--- src/rtl/vga_sprite_scheduler_pkg.sv ---
// rtl/vga_sprite_scheduler_pkg.sv - shared encodings, geometry and helpers for the sprite scheduler
// Purpose: mode/mask/BCD-state encodings, sprite geometry, stage-1 sprite record, address helpers.
// Ports: none (package).
package vga_sprite_scheduler_pkg;

  localparam int H_RES  = 640;
  localparam int V_RES  = 480;
  localparam int BIRD_X = 160;
  localparam int BIRD_W = 34;
  localparam int BIRD_H = 24;
  localparam int PIPE_W = 52;
  localparam int GAP_H  = 120;
  localparam int DIG_W  = 24;
  localparam int DIG_H  = 36;
  localparam int DIG_X  = 284;
  localparam int DIG_Y  = 20;
  localparam int GG_X   = 224;
  localparam int GG_Y   = 180;
  localparam int GG_W   = 192;
  localparam int GG_H   = 42;
  localparam int TT_X   = 231;
  localparam int TT_Y   = 120;
  localparam int TT_W   = 178;
  localparam int TT_H   = 48;
  localparam int DIG_ROM_BASE = 864;  // one digit glyph = 24*36 words

  // Slots in the per-pixel sprite record array
  localparam int SPR_BIRD  = 0;
  localparam int SPR_PIPE0 = 1;
  localparam int SPR_PIPE1 = 2;
  localparam int SPR_DIG0  = 3;  // digits occupy 3..5, hundreds first
  localparam int SPR_GG    = 6;
  localparam int SPR_TT    = 7;
  localparam int N_SPR     = 8;

  typedef enum logic [1:0] {
    MODE_TITLE = 2'd0,
    MODE_PLAY  = 2'd1,
    MODE_OVER  = 2'd2
  } mode_t;

  typedef enum logic [2:0] {
    MASK_BKG      = 3'd0,
    MASK_BIRD     = 3'd1,
    MASK_PIPE     = 3'd2,
    MASK_NUMBER   = 3'd3,
    MASK_GAMEOVER = 3'd4,
    MASK_TITLE    = 3'd5
  } mask_t;

  typedef enum logic [1:0] {
    BCD_IDLE  = 2'd0,
    BCD_SHIFT = 2'd1,
    BCD_DONE  = 2'd2
  } bcd_state_t;

  typedef struct packed {
    logic       hit;
    logic [9:0] lx;
    logic [8:0] ly;
  } spr_t;

  function automatic logic [18:0] rom_addr(input logic [8:0] ly, input logic [9:0] lx, input int w);
    return 19'(ly) * 19'(w) + 19'(lx);
  endfunction

  // Pipe body is solid everywhere in its column except inside the gap
  function automatic logic pipe_solid(input logic [8:0] y, input logic [8:0] gap);
    return (y < gap) || ({1'b0, y} >= ({1'b0, gap} + 10'(GAP_H)));
  endfunction

endpackage

--- src/rtl/vga_sprite_scheduler_if.sv ---
// rtl/vga_sprite_scheduler_if.sv - scan-position in / compositor-address out bundle
// Purpose: groups the pixel request and the delayed compositor outputs.
// Ports: pix_valid/pix_x/pix_y (master->slave); oaddress/address/mask/out_valid (slave->master).
interface vga_sprite_if;
  logic        pix_valid;
  logic [9:0]  pix_x;
  logic [8:0]  pix_y;
  logic [18:0] oaddress;
  logic [18:0] address;
  logic [2:0]  mask;
  logic        out_valid;

  modport master (output pix_valid, pix_x, pix_y, input oaddress, address, mask, out_valid);
  modport slave  (input pix_valid, pix_x, pix_y, output oaddress, address, mask, out_valid);
endinterface

--- src/rtl/vga_sprite_scheduler_sprite_hit_calc.sv ---
// rtl/vga_sprite_scheduler_sprite_hit_calc.sv - rectangle hit test and sprite-local coordinates
// Purpose: flags x in [x0,x0+W) and y in [y0,y0+H) without wrap; gives lx/ly relative to origin.
// Ports: x_i/y_i scan position, x0_i/y0_i sprite origin, hit_o, lx_o, ly_o.
module sprite_hit_calc #(
  parameter int W = 1,
  parameter int H = 1
) (
  input  logic [9:0] x_i,
  input  logic [8:0] y_i,
  input  logic [9:0] x0_i,
  input  logic [8:0] y0_i,
  output logic       hit_o,
  output logic [9:0] lx_o,
  output logic [8:0] ly_o
);
  logic [10:0] x_end;
  logic [9:0]  y_end;

  // One extra bit so a sprite near the right/bottom edge does not wrap its end
  assign x_end = {1'b0, x0_i} + 11'(W);
  assign y_end = {1'b0, y0_i} + 10'(H);
  assign hit_o = (x_i >= x0_i) && ({1'b0, x_i} < x_end) && (y_i >= y0_i) && ({1'b0, y_i} < y_end);
  assign lx_o  = x_i - x0_i;
  assign ly_o  = y_i - y0_i;
endmodule

--- src/rtl/vga_sprite_scheduler.sv ---
// rtl/vga_sprite_scheduler.sv - per-pixel sprite owner/address resolver with frame-shadowed state
// Purpose: 2-cycle pipeline producing background address, sprite ROM address and mask code.
// Ports: clock, resetn (async low); vif (slave: pix in, oaddress/address/mask/out_valid out);
//        frame_tick, live game state (bird_y, pipe*_x, gap*_y, score), start_btn, hit; mode out.
module vga_sprite_scheduler
  import vga_sprite_scheduler_pkg::*;
(
  input  logic        clock,
  input  logic        resetn,
  vga_sprite_if.slave vif,
  input  logic        frame_tick,
  input  logic [8:0]  bird_y,
  input  logic [9:0]  pipe0_x,
  input  logic [9:0]  pipe1_x,
  input  logic [8:0]  gap0_y,
  input  logic [8:0]  gap1_y,
  input  logic [9:0]  score,
  input  logic        start_btn,
  input  logic        hit,
  output logic [1:0]  mode
);
  mode_t      mode_q, mode_d;
  logic       pend_start_q, pend_start_d, pend_hit_q, pend_hit_d;
  logic       start_any, hit_any;
  logic [8:0] bird_y_q, gap0_y_q, gap1_y_q;
  logic [9:0] pipe0_x_q, pipe1_x_q;

  bcd_state_t bcd_st_q, bcd_st_d;
  logic [9:0]  bin_q, bin_d;
  logic [11:0] bcd_q, bcd_d, bcd_adj, digits_q, digits_d;
  logic [3:0]  bcnt_q, bcnt_d;

  logic [N_SPR-1:0] hit_w;
  logic [9:0]       lx_w [N_SPR];
  logic [8:0]       ly_w [N_SPR];
  spr_t [N_SPR-1:0] s1_q, s1_d;
  logic             s1_valid_q;
  logic [18:0]      s1_oaddr_q;

  logic        dig_hit;
  logic [18:0] dig_addr, address_d, address_q, oaddress_q;
  mask_t       mask_d, mask_q;
  logic        out_valid_q;

  // Mode FSM: requests accumulate all frame, resolved only at the tick
  assign start_any = pend_start_q | start_btn;
  assign hit_any   = pend_hit_q | hit;

  always_comb begin
    mode_d       = mode_q;
    pend_start_d = start_any;
    pend_hit_d   = hit_any;
    if (frame_tick) begin
      pend_start_d = 1'b0;
      pend_hit_d   = 1'b0;
      case (mode_q)
        MODE_TITLE: if (start_any) mode_d = MODE_PLAY;
        MODE_PLAY:  if (hit_any)   mode_d = MODE_OVER;
        MODE_OVER:  if (start_any) mode_d = MODE_TITLE;
        default:    mode_d = MODE_TITLE;
      endcase
    end
  end

  // Double-dabble: 10 shift steps after the tick, digits swapped in as one word
  always_comb begin
    bcd_st_d = bcd_st_q;
    bin_d    = bin_q;
    bcd_d    = bcd_q;
    bcnt_d   = bcnt_q;
    digits_d = digits_q;
    bcd_adj  = bcd_q;
    case (bcd_st_q)
      BCD_SHIFT: begin
        for (int n = 0; n < 3; n++)
          if (bcd_adj[4*n +: 4] >= 4'd5) bcd_adj[4*n +: 4] = bcd_adj[4*n +: 4] + 4'd3;
        bcd_d  = {bcd_adj[10:0], bin_q[9]};
        bin_d  = {bin_q[8:0], 1'b0};
        bcnt_d = bcnt_q + 4'd1;
        if (bcnt_q == 4'd9) bcd_st_d = BCD_DONE;
      end
      BCD_DONE: begin
        digits_d = bcd_q;
        bcd_st_d = BCD_IDLE;
      end
      default: bcd_st_d = BCD_IDLE;
    endcase
    if (frame_tick) begin
      bin_d    = score;
      bcd_d    = '0;
      bcnt_d   = '0;
      bcd_st_d = BCD_SHIFT;
    end
  end

  always_ff @(posedge clock or negedge resetn) begin
    if (!resetn) begin
      mode_q       <= MODE_TITLE;
      pend_start_q <= 1'b0;
      pend_hit_q   <= 1'b0;
      bird_y_q     <= '0;
      pipe0_x_q    <= '0;
      pipe1_x_q    <= '0;
      gap0_y_q     <= '0;
      gap1_y_q     <= '0;
      bcd_st_q     <= BCD_IDLE;
      bin_q        <= '0;
      bcd_q        <= '0;
      bcnt_q       <= '0;
      digits_q     <= '0;
    end else begin
      mode_q       <= mode_d;
      pend_start_q <= pend_start_d;
      pend_hit_q   <= pend_hit_d;
      bcd_st_q     <= bcd_st_d;
      bin_q        <= bin_d;
      bcd_q        <= bcd_d;
      bcnt_q       <= bcnt_d;
      digits_q     <= digits_d;
      if (frame_tick) begin
        bird_y_q  <= bird_y;
        pipe0_x_q <= pipe0_x;
        pipe1_x_q <= pipe1_x;
        gap0_y_q  <= gap0_y;
        gap1_y_q  <= gap1_y;
      end
    end
  end

  // Stage 1: rectangle tests against shadowed positions
  sprite_hit_calc #(.W(BIRD_W), .H(BIRD_H)) u_bird (
    .x_i(vif.pix_x), .y_i(vif.pix_y), .x0_i(10'(BIRD_X)), .y0_i(bird_y_q),
    .hit_o(hit_w[SPR_BIRD]), .lx_o(lx_w[SPR_BIRD]), .ly_o(ly_w[SPR_BIRD]));
  // Pipes span the full height from row 0, so ly is simply pix_y
  sprite_hit_calc #(.W(PIPE_W), .H(V_RES)) u_pipe0 (
    .x_i(vif.pix_x), .y_i(vif.pix_y), .x0_i(pipe0_x_q), .y0_i(9'd0),
    .hit_o(hit_w[SPR_PIPE0]), .lx_o(lx_w[SPR_PIPE0]), .ly_o(ly_w[SPR_PIPE0]));
  sprite_hit_calc #(.W(PIPE_W), .H(V_RES)) u_pipe1 (
    .x_i(vif.pix_x), .y_i(vif.pix_y), .x0_i(pipe1_x_q), .y0_i(9'd0),
    .hit_o(hit_w[SPR_PIPE1]), .lx_o(lx_w[SPR_PIPE1]), .ly_o(ly_w[SPR_PIPE1]));
  for (genvar k = 0; k < 3; k++) begin : g_dig
    sprite_hit_calc #(.W(DIG_W), .H(DIG_H)) u_dig (
      .x_i(vif.pix_x), .y_i(vif.pix_y), .x0_i(10'(DIG_X + k*DIG_W)), .y0_i(9'(DIG_Y)),
      .hit_o(hit_w[SPR_DIG0+k]), .lx_o(lx_w[SPR_DIG0+k]), .ly_o(ly_w[SPR_DIG0+k]));
  end
  sprite_hit_calc #(.W(GG_W), .H(GG_H)) u_gg (
    .x_i(vif.pix_x), .y_i(vif.pix_y), .x0_i(10'(GG_X)), .y0_i(9'(GG_Y)),
    .hit_o(hit_w[SPR_GG]), .lx_o(lx_w[SPR_GG]), .ly_o(ly_w[SPR_GG]));
  sprite_hit_calc #(.W(TT_W), .H(TT_H)) u_tt (
    .x_i(vif.pix_x), .y_i(vif.pix_y), .x0_i(10'(TT_X)), .y0_i(9'(TT_Y)),
    .hit_o(hit_w[SPR_TT]), .lx_o(lx_w[SPR_TT]), .ly_o(ly_w[SPR_TT]));

  always_comb begin
    for (int i = 0; i < N_SPR; i++) begin
      s1_d[i].hit = hit_w[i];
      s1_d[i].lx  = lx_w[i];
      s1_d[i].ly  = ly_w[i];
    end
    s1_d[SPR_PIPE0].hit = hit_w[SPR_PIPE0] && pipe_solid(vif.pix_y, gap0_y_q) && (pipe0_x_q < 10'(H_RES));
    s1_d[SPR_PIPE1].hit = hit_w[SPR_PIPE1] && pipe_solid(vif.pix_y, gap1_y_q) && (pipe1_x_q < 10'(H_RES));
  end

  // Stage 2: digit glyph selection, then mode-gated priority
  always_comb begin
    dig_hit  = 1'b0;
    dig_addr = '0;
    for (int k = 0; k < 3; k++)
      if (s1_q[SPR_DIG0+k].hit) begin
        dig_hit  = 1'b1;
        dig_addr = 19'(digits_q[4*(2-k) +: 4]) * 19'(DIG_ROM_BASE)
                 + rom_addr(s1_q[SPR_DIG0+k].ly, s1_q[SPR_DIG0+k].lx, DIG_W);
      end
  end

  always_comb begin
    mask_d    = MASK_BKG;
    address_d = '0;
    if (s1_valid_q) begin
      if (mode_q == MODE_OVER && s1_q[SPR_GG].hit) begin
        mask_d    = MASK_GAMEOVER;
        address_d = rom_addr(s1_q[SPR_GG].ly, s1_q[SPR_GG].lx, GG_W);
      end else if (mode_q == MODE_TITLE && s1_q[SPR_TT].hit) begin
        mask_d    = MASK_TITLE;
        address_d = rom_addr(s1_q[SPR_TT].ly, s1_q[SPR_TT].lx, TT_W);
      end else if (mode_q != MODE_TITLE && dig_hit) begin
        mask_d    = MASK_NUMBER;
        address_d = dig_addr;
      end else if (s1_q[SPR_BIRD].hit) begin
        mask_d    = MASK_BIRD;
        address_d = rom_addr(s1_q[SPR_BIRD].ly, s1_q[SPR_BIRD].lx, BIRD_W);
      end else if (mode_q != MODE_TITLE && s1_q[SPR_PIPE0].hit) begin
        mask_d    = MASK_PIPE;
        address_d = rom_addr(s1_q[SPR_PIPE0].ly, s1_q[SPR_PIPE0].lx, PIPE_W);
      end else if (mode_q != MODE_TITLE && s1_q[SPR_PIPE1].hit) begin
        mask_d    = MASK_PIPE;
        address_d = rom_addr(s1_q[SPR_PIPE1].ly, s1_q[SPR_PIPE1].lx, PIPE_W);
      end
    end
  end

  always_ff @(posedge clock or negedge resetn) begin
    if (!resetn) begin
      s1_valid_q  <= 1'b0;
      s1_oaddr_q  <= '0;
      s1_q        <= '0;
      out_valid_q <= 1'b0;
      oaddress_q  <= '0;
      address_q   <= '0;
      mask_q      <= MASK_BKG;
    end else begin
      s1_valid_q  <= vif.pix_valid;
      s1_oaddr_q  <= 19'(vif.pix_y) * 19'(H_RES) + 19'(vif.pix_x);
      s1_q        <= s1_d;
      out_valid_q <= s1_valid_q;
      oaddress_q  <= s1_oaddr_q;
      address_q   <= address_d;
      mask_q      <= mask_d;
    end
  end

  assign vif.out_valid = out_valid_q;
  assign vif.oaddress  = oaddress_q;
  assign vif.address   = address_q;
  assign vif.mask      = mask_q;
  assign mode          = mode_q;
endmodule

--- src/flat_wrapper.sv ---
// flat-port wrapper written by rule: the top's interface ports become plain ports
module vga_sprite_scheduler_flat import vga_sprite_scheduler_pkg::*;
  (clock, resetn, frame_tick, bird_y, pipe0_x, pipe1_x, gap0_y, gap1_y, score, start_btn, hit, mode, vif_pix_valid, vif_pix_x, vif_pix_y, vif_oaddress, vif_address, vif_mask, vif_out_valid);
  vga_sprite_if vif_i ();
  input  logic clock;
  input  logic resetn;
  input  logic frame_tick;
  input  logic [8:0] bird_y;
  input  logic [9:0] pipe0_x;
  input  logic [9:0] pipe1_x;
  input  logic [8:0] gap0_y;
  input  logic [8:0] gap1_y;
  input  logic [9:0] score;
  input  logic start_btn;
  input  logic hit;
  output logic [1:0] mode;
  input wire logic [$bits(vif_i.pix_valid)-1:0] vif_pix_valid;
  input wire logic [$bits(vif_i.pix_x)-1:0] vif_pix_x;
  input wire logic [$bits(vif_i.pix_y)-1:0] vif_pix_y;
  output wire logic [$bits(vif_i.oaddress)-1:0] vif_oaddress;
  output wire logic [$bits(vif_i.address)-1:0] vif_address;
  output wire logic [$bits(vif_i.mask)-1:0] vif_mask;
  output wire logic [$bits(vif_i.out_valid)-1:0] vif_out_valid;
  assign vif_i.pix_valid = vif_pix_valid;
  assign vif_i.pix_x = vif_pix_x;
  assign vif_i.pix_y = vif_pix_y;
  assign vif_oaddress = vif_i.oaddress;
  assign vif_address = vif_i.address;
  assign vif_mask = vif_i.mask;
  assign vif_out_valid = vif_i.out_valid;
  vga_sprite_scheduler u_core (.clock(clock), .resetn(resetn), .vif(vif_i), .frame_tick(frame_tick), .bird_y(bird_y), .pipe0_x(pipe0_x), .pipe1_x(pipe1_x), .gap0_y(gap0_y), .gap1_y(gap1_y), .score(score), .start_btn(start_btn), .hit(hit), .mode(mode));
endmodule
--- config.mk ---
export PLATFORM = sky130hd
export DESIGN_NAME = vga_sprite_scheduler_flat
export DESIGN_NICKNAME = d
export VERILOG_FILES = /design/src/rtl/vga_sprite_scheduler_pkg.sv /design/src/rtl/vga_sprite_scheduler_if.sv /design/src/rtl/vga_sprite_scheduler_sprite_hit_calc.sv /design/src/rtl/vga_sprite_scheduler.sv /design/src/flat_wrapper.sv
export SDC_FILE = /design/constraint.sdc
export NUM_CORES = 1
export LEC_CHECK = 0
export CORE_ASPECT_RATIO = 1.75
export CORE_MARGIN = 2
export CORE_UTILIZATION = 55
export CTS_CLUSTER_DIAMETER = 60
export CTS_CLUSTER_SIZE = 24
export DETAILED_ROUTE_END_ITERATION = 12
export PLACE_DENSITY = 0.86
export SETUP_SLACK_MARGIN = 0.1
export SLEW_MARGIN = 20
export SYNTH_ARGS = -nofsm -noshare
export SYNTH_HDL_FRONTEND = slang
export SYNTH_SLANG_ARGS = --single-unit
--- constraint.sdc ---
create_clock -name clock -period 6.6 [get_ports clock]
set_input_delay 0.99 -clock clock [delete_from_list [all_inputs] [get_ports clock]]
set_output_delay 0.99 -clock clock [all_outputs]
set_load 0.01 [all_outputs]
==> impl_results.md, run 1 <==
- GRT overflow: 0
- Syn. warnings: 0
- Clock Tree Buf Depth: 3
- Leak: 0.01125 uW
- Worst path required time: 7030 ps
- Crit-path slowest cell: a2111oi_0
- Worst path max stage delay: 740 ps
- Die area: 0.04012 sq mm
- Residual DRC: 0
- Post-CTS Resized: 0
- Clock transition at path regs: 90 ps
- Crit path kind: reg -> reg
- Slew Limit Fails: 0
- First-pass DRT Iterations: 5
- Initial Utilization: 55.46%
- Final setup TNS: 0 ps
- Largest cells by area after synthesis: dfrtp_1 30%, ha_1 20%, xnor2_1 6.5%
- Via count: 17880
- Gr usage total: 29.56%
- Ratio of cells with drive above 1 in the final layout: 3.523%
- Sw frac: 43.66%
- Worst Hold Depth: 0
- Root Buffer Master: clkbuf_16
- CTS buffer count: 20
- Largest net degree at the start of global routing: 168
- Post CTS Setup Buffer Count: 0
- Max-cap violations: 0
- CTS tree: done
- Routed wire length per instance: 20.52 um
- Fillers: 3030
- CTS Sinks: 255
- Multiplexer share of the synthesized area: 0.8809%
- Syn avg cell area: 9.122 sq um
- Final Non-Filler Cells: 2926
- Fin Clk Skew: 15.44 ps
- Final setup viols: 0
- Syn Inst Count: 2320
- Placeable Area: 0.03816 sq mm
- Sequential area share after synthesis: 30.15%
- Post-synthesis xor/xnor area fraction: 9.270%
- Highest clock rate: 173.9 MHz
- Post-detail-place hpwl: 46410 um
- Post-Synth Simple-Gate Area: 11.90%
- Multi-input logic area: 0.01370 sq mm
- Core Rows: 95
- First-pass GRT wire length: 94340 um
- Part of the power in the clock network: 19.2%
- Clock Latency Late Sink: 550 ps
- Post-Syn Nets: 2781
- Power Internal: 4143 uW
- Predominant post-synthesis flop cell: dfrtp_1
- R2r startpoint: u_core.s1_q[21]$_DFF_PN0_
- Combinational group share of total power: 54.9%
- Area grow syn2layout: 12.03%
- CP startpoint kind: register
- Final Hold Viols: 0
- RSZ-0062 raised after global routing: false
- Net switching power: 3211 uW
- Area share of the leading cell type in the synthesized netlist: 30.15%
- Die width: 152.3 um
- Diodes inserted: 0
- Hold Path Origin: u_core.s1_oaddr_q[11]$_DFF_PN0_
- Tightest Pin Transition: 1078 ps
- CP Capture Type: register
- Fin crit share: 87.11%
- Final core utilization: 62.14%
- Post-synth cell types: 80
- Worst reg2reg path depth: 19
- Largest family of logic cells by synthesized area: adder cells
- Min-delay worst type: reg -> reg
- Vias/cell: 6.112
- Synth area leader: dfrtp_1
- Number of global-route vias before repair: 18510
- Ys async rst share: 100.0%
- Final RePlAce weighted congestion: 1.083
- CP bufs+invs: 1
- Post-Syn Area: 0.02116 sq mm
- Hold-fix buffers at CTS: 0
- Port bufs: 124
- CP max FO: 11
- H-tree depth: 1
- Worst-path cell chain: ha_1 -> inv_1 -> fa_1 -> nor2b_1 -> o21a_1 -> nor3_1 -> nor2_1 -> ha_1 -> nor3_1 -> nor2_1 -> o41ai_1 -> xor2_1 -> ha_1 -> a2111oi_0 -> nor2_1 -> xnor2_1 -> a221oi_1 -> a211oi_1 -> nor4_1
- Die Y: 263.5 um
- DRT antenna net count: 0
- Sequential Power Share: 25.9%
- Top delay family on crit path: compound AO/OA/AOI/OAI gates
- Max IR drop VDD: 0.3033 mV
- FF/Latch Area: 0.006381 sq mm
- Number of synthesized flops with an enable pin: 0
- Post-synthesis adder-cell area fraction: 23.83%
- 1st-iter DRT viols: 1181
- Pwr/cell area: 310.2 mW/mm^2
- Compound-Gate Fraction of Synth Area: 18.80%
- CP startpoint: u_core.s1_q[21]$_DFF_PN0_
- Crit. path cell count: 19
- Initial antenna violation count: 1
- Synth Register Bits: 255
- Period minus WS final: 5749 ps
- Nets@finish: 2889
- Status: finished clean
- Placed instance count: 2891
- Relative slew slack: 27.99%
- Top-Level Pins: 126
- Critical Path AT: 6180 ps
- DRT Wirelength: 60040 um
per-layer routing:
layer,wire [um],global-route usage [%],vias to the layer above,share of wire [%]
li1,-,-,8343,-
met1,20700,29.92,8595,34
met2,29920,52.42,656,50
met3,3515,5.235,287,5.9
met4,5887,24.68,2,9.8
met5,19,0,-,0.032
final timing paths:
check,end,slack [ps]
setup / recovery,u_core.vif.address[12]$_DFF_PN0_,850
hold / removal,u_core.vif.oaddress[11]$_DFF_PN0_,350
hold reg to reg,u_core.vif.oaddress[11]$_DFF_PN0_,350
min in group asynchronous,u_core.vif.oaddress[15]$_DFF_PN0_,430
setup reg to reg,u_core.vif.address[12]$_DFF_PN0_,850
max in group asynchronous,u_core.digits_q[7]$_DFFE_PN0N_,4750
through the flow:
step | total power [uW] | instance area [sq um] | hold WS [ps] | worst slack [ps]
3_5_place_dp | 5840 | 22950 | 334.7 | 1062
5_1_grt | 7847 | 23710 | 342.4 | 670.7
6_report | 7353 | 23710 | 347.8 | 850.7
3_3_place_gp | 5694 | 22950 | 331.6 | 1248
2_1_floorplan | 4737 | 21160 | 331.2 | 1906
4_1_cts | 7275 | 23700 | 345.0 | 1010
power groups by stage:
stage | clock, uW | sequential [uW] | combinational (uW)
2_1_floorplan | 0 | 1890 | 2850
3_3_place_gp | 0 | 1920 | 3770
3_5_place_dp | 0 | 1930 | 3910
4_1_cts | 1430 | 1900 | 3950
5_1_grt | 1490 | 1920 | 4440
6_report | 1410 | 1910 | 4040
worst reg2reg max path, cell delays in order, from the launching register on:
cell,delay (ps)
dfrtp_1,680
ha_1,380
inv_1,80
fa_1,410
nor2b_1,220
o21a_1,250
nor3_1,70
nor2_1,360
ha_1,360
nor3_1,190
nor2_1,80
o41ai_1,150
xor2_1,180
ha_1,270
a2111oi_0,740
nor2_1,140
xnor2_1,160
a221oi_1,470
a211oi_1,140
nor4_1,310
sequential cells by signal, indices dropped and copies added (netlist names), 10 cells and up:
register             count
u_core.bcd_q            12
u_core.bin_q            10
u_core.digits_q         12
u_core.pipe0_x_q        10
u_core.pipe1_x_q        10
u_core.s1_oaddr_q       14
u_core.s1_q            108
u_core.vif.address      18
u_core.vif.oaddress     19
kinds of logic after synthesis:
group           Yosys count
flops                   255
mux                      18
other cells               1
fa+ha+maj               379
xor+xnor                224
compound gates          616
buf+inv                 289
simple gates            538
cells in the final DEF, fill, tap and decap left out, types with 31 or more instances in the layout:
cell type        Yosys  layout
dfrtp_1            255     255
o21ai_0            170     170
nor2_1             134     134
a21oi_1            139     139
xnor2_1            156     156
nand3_1             38      38
a211oi_1            31      31
inv_1              231     231
nand2_1            184     184
xor2_1              68      68
nor3_1              46      46
clkdlybuf4s50_1      0     122
fa_1                40      40
o21bai_1            32      32
ha_1               339     339
o21a_1              38      38
a21o_1              56      56
final cells by class:
| cell class | instances | area share (%) |
|---|---|---|
| well taps | 485 | 2.560 |
| inverters | 232 | 3.673 |
| repair buffers | 143 | 5.900 |
| clock buffers | 22 | 2.232 |
| clock inverters | 13 | 0.9499 |
| flip-flops and latches | 255 | 26.91 |
| multi-input cells | 1776 | 57.77 |
Yosys cell counts, drive strengths merged (6+ instances only):
library cell  number
fa                40
buf                7
a211oi            33
o21bai            32
nor4              12
xor2              68
o21ai            173
nand3b             8
a31oi             15
xnor2            156
nor3b              6
mux2i             13
a21o              57
a21oi            139
nand3             39
o21a              38
a22oi              9
ha               339
a221oi            11
or3                9
nor2             135
o2111ai            8
nor3              47
nand2b            27
or2               10
inv              231
and2               9
clkbuf            50
a2111oi            7
a21boi            15
nor2b             29
nand2            184
nand4             10
dfrtp            255
o211ai            18
(Power assumes the default switching activity.)
==> run 2: changes to the inputs <==
--- a/config.mk
+++ b/config.mk
@@ -11,8 +11,9 @@
 export CTS_CLUSTER_DIAMETER = 60
 export CTS_CLUSTER_SIZE = 24
 export DETAILED_ROUTE_END_ITERATION = 12
-export PLACE_DENSITY = 0.86
+export PLACE_DENSITY = 0.89
 export SETUP_SLACK_MARGIN = 0.1
+export SKIP_LAST_GASP = 1
 export SLEW_MARGIN = 20
 export SYNTH_ARGS = -nofsm -noshare
 export SYNTH_HDL_FRONTEND = slang
==> constraint.sdc (replaced) <==
create_clock -name clock -period 5 [get_ports clock]
set_input_delay 0.75 -clock clock [delete_from_list [all_inputs] [get_ports clock]]
set_output_delay 0.75 -clock clock [all_outputs]
set_load 0.01 [all_outputs]
==> impl_results.md, run 2 (synthesized netlist as in run 1, its figures left out) <==
- Met1 Usage GRT: 29.69%
- Initial Utilization: 55.46%
- Initial antenna violation count: 0
- Post-detail-place hpwl: 47900 um
- Grt peak-use layer: met2
- Min-delay worst type: in -> async
- Max-cap violations: 0
- RSZ-0062 raised after global routing: true
- Top-Level Pins: 126
- DRT Wirelength: 61040 um
- Tightest Pin Transition: 1138 ps
- Largest reg by FF count: u_core.s1_q
- Final RePlAce weighted congestion: 1.109
- Ratio of cells with drive above 1 in the final layout: 5.203%
- Placed instance count: 2913
- Clock Latency Late Sink: 560 ps
- H-tree depth: 1
- Commonest non-fill, non-tap cell in the layout: ha_1
- Critical Path AT: 5180 ps
- Fin Clk Skew: 26.01 ps
- Via count: 17910
- Top delay family on crit path: compound AO/OA/AOI/OAI gates
- Status: finished clean
- Root Buffer Master: clkbuf_16
- Highest clock rate: 210.6 MHz
- CP startpoint kind: register
- Placeable Area: 0.03816 sq mm
- Die area: 0.04012 sq mm
- Worst path required time: 5430 ps
- Final Non-Filler Cells: 2945
- Met3 usage: 5.136%
- Relative slew slack: 23.98%
- Slew Limit Fails: 0
- Crit path kind: reg -> reg
- CTS Sinks: 255
- Max IR drop VDD: 0.3160 mV
- CP bufs+invs: 1
- Number of global-route vias before repair: 18980
- Worst path max stage delay: 460 ps
- First-pass DRT Iterations: 5
- Largest net degree at the start of global routing: 104
- Pwr/cell area: 404.7 mW/mm^2
- Final setup TNS: 0 ps
- DRT antenna net count: 0
- Clock transition at path regs: 90 ps
- CTS tree: done
- Die width: 152.3 um
- Diodes inserted: 0
- Most frequent cells in the layout: 337 x ha_1, 254 x dfrtp_1, 231 x inv_1
- Max reg flops: 108
- Clock Tree Buf Depth: 3
- Fin crit share: 94.98%
- Leak: 0.01134 uW
- Nets@finish: 2910
- Hold-fix buffers at CTS: 0
- Core Rows: 95
- Final Hold Viols: 0
- GRT overflow: 0
- Period minus WS final: 4749 ps
- Port bufs: 124
- First-pass GRT wire length: 96620 um
- CP max FO: 6
- 1st-iter DRT viols: 1030
- CTS buffer count: 19
- Area grow syn2layout: 12.99%
- Vias/cell: 6.081
- Gr usage total: 30.21%
- Final setup viols: 0
- GR Layer Usage met2: 54.44%
- Residual DRC: 0
- Routed wire length per instance: 20.73 um
- Worst-path cell chain: ha_1 -> a211oi_2 -> o21bai_1 -> a21oi_2 -> xnor2_2 -> ha_2 -> nor3_2 -> nor2_1 -> o41ai_2 -> buf_4 -> xor2_1 -> ha_1 -> or2_2 -> a31o_2 -> a211oi_1 -> nor4_1 -> a31oi_1 -> o21ai_0 -> a31o_2 -> a32o_1
- Die Y: 263.5 um
- Crit-path slowest cell: dfrtp_2
- CP Capture Type: register
-- run 2: cell count changes in the layout (fill, tap and decap cells not counted), moves of 3 or more --
| cell | delta |
|---|---|
| buf_4 | +22 |
| a21oi_1 | -4 |
| inv_6 | +3 |
| a21oi_2 | +4 |
-- run 2: area by class of cell --
class	count	area [sq um]
Inverter	232	870.8
Clock inverter	13	190.2
Clock buffer	19	475.5
Tap cell	485	606.8
Sequential cell	255	6382
Multi-Input combinational cell	1776	13820
Timing Repair Buffer	165	1564
Fill cell	3028	14240
-- run 2: timing repair --
action / CTS / global route
gates resized for setup: 2 / 28
pin swaps: 0 / 2
setup buffers: 0 / 0
setup endpoints to repair: 1 / 9
-- run 2: routing by layer --
metal,up-vias,part of all wire (%)
met5,-,0
met1,8574,34
li1,8372,-
met4,0,9.9
met2,665,51
met3,298,5.5
-- run 2: per-stage QoR --
stage / utilization, % / setup slack [ps] / hold slack [ps] / cell area [sq um] / power (uW)
after floorplan: - / 306.0 / 331.2 / 21160 / 6253
after global placement: 60.58 / -70.38 / 332.1 / 23110 / 7575
after detailed placement: 60.58 / -123.6 / 336.2 / 23110 / 7792
after CTS: 62.34 / 108.5 / 267.8 / 23790 / 9523
after global routing: 62.67 / 101.0 / 295.7 / 23910 / 10310
final: 62.67 / 251.1 / 232.6 / 23910 / 9679
-- run 2: power by group --
| group | switching [uW] | leakage, uW | internal, uW |
|---|---|---|---|
| registers | 207 | 0.00312 | 2310 |
| clock network | 904 | 0.000327 | 814 |
| logic | 3140 | 0.00790 | 2310 |
-- run 2: worst paths after layout --
check / startpoint / depth (start not counted) / to / slack [ps]
worst max register to register: u_core.s1_q[21]$_DFF_PN0_ / 20 / u_core.vif.address[15]$_DFF_PN0_ / 250
worst max-delay path: u_core.s1_q[21]$_DFF_PN0_ / 20 / u_core.vif.address[15]$_DFF_PN0_ / 250
max in group asynchronous: resetn / 2 / u_core.pipe0_x_q[8]$_DFFE_PN0P_ / 3560
min in group clock: u_core.s1_oaddr_q[13]$_DFF_PN0_ / 0 / u_core.vif.oaddress[13]$_DFF_PN0_ / 340
worst min register to register: u_core.s1_oaddr_q[13]$_DFF_PN0_ / 0 / u_core.vif.oaddress[13]$_DFF_PN0_ / 340
worst min-delay path: resetn / 1 / u_core.vif.oaddress[15]$_DFF_PN0_ / 230
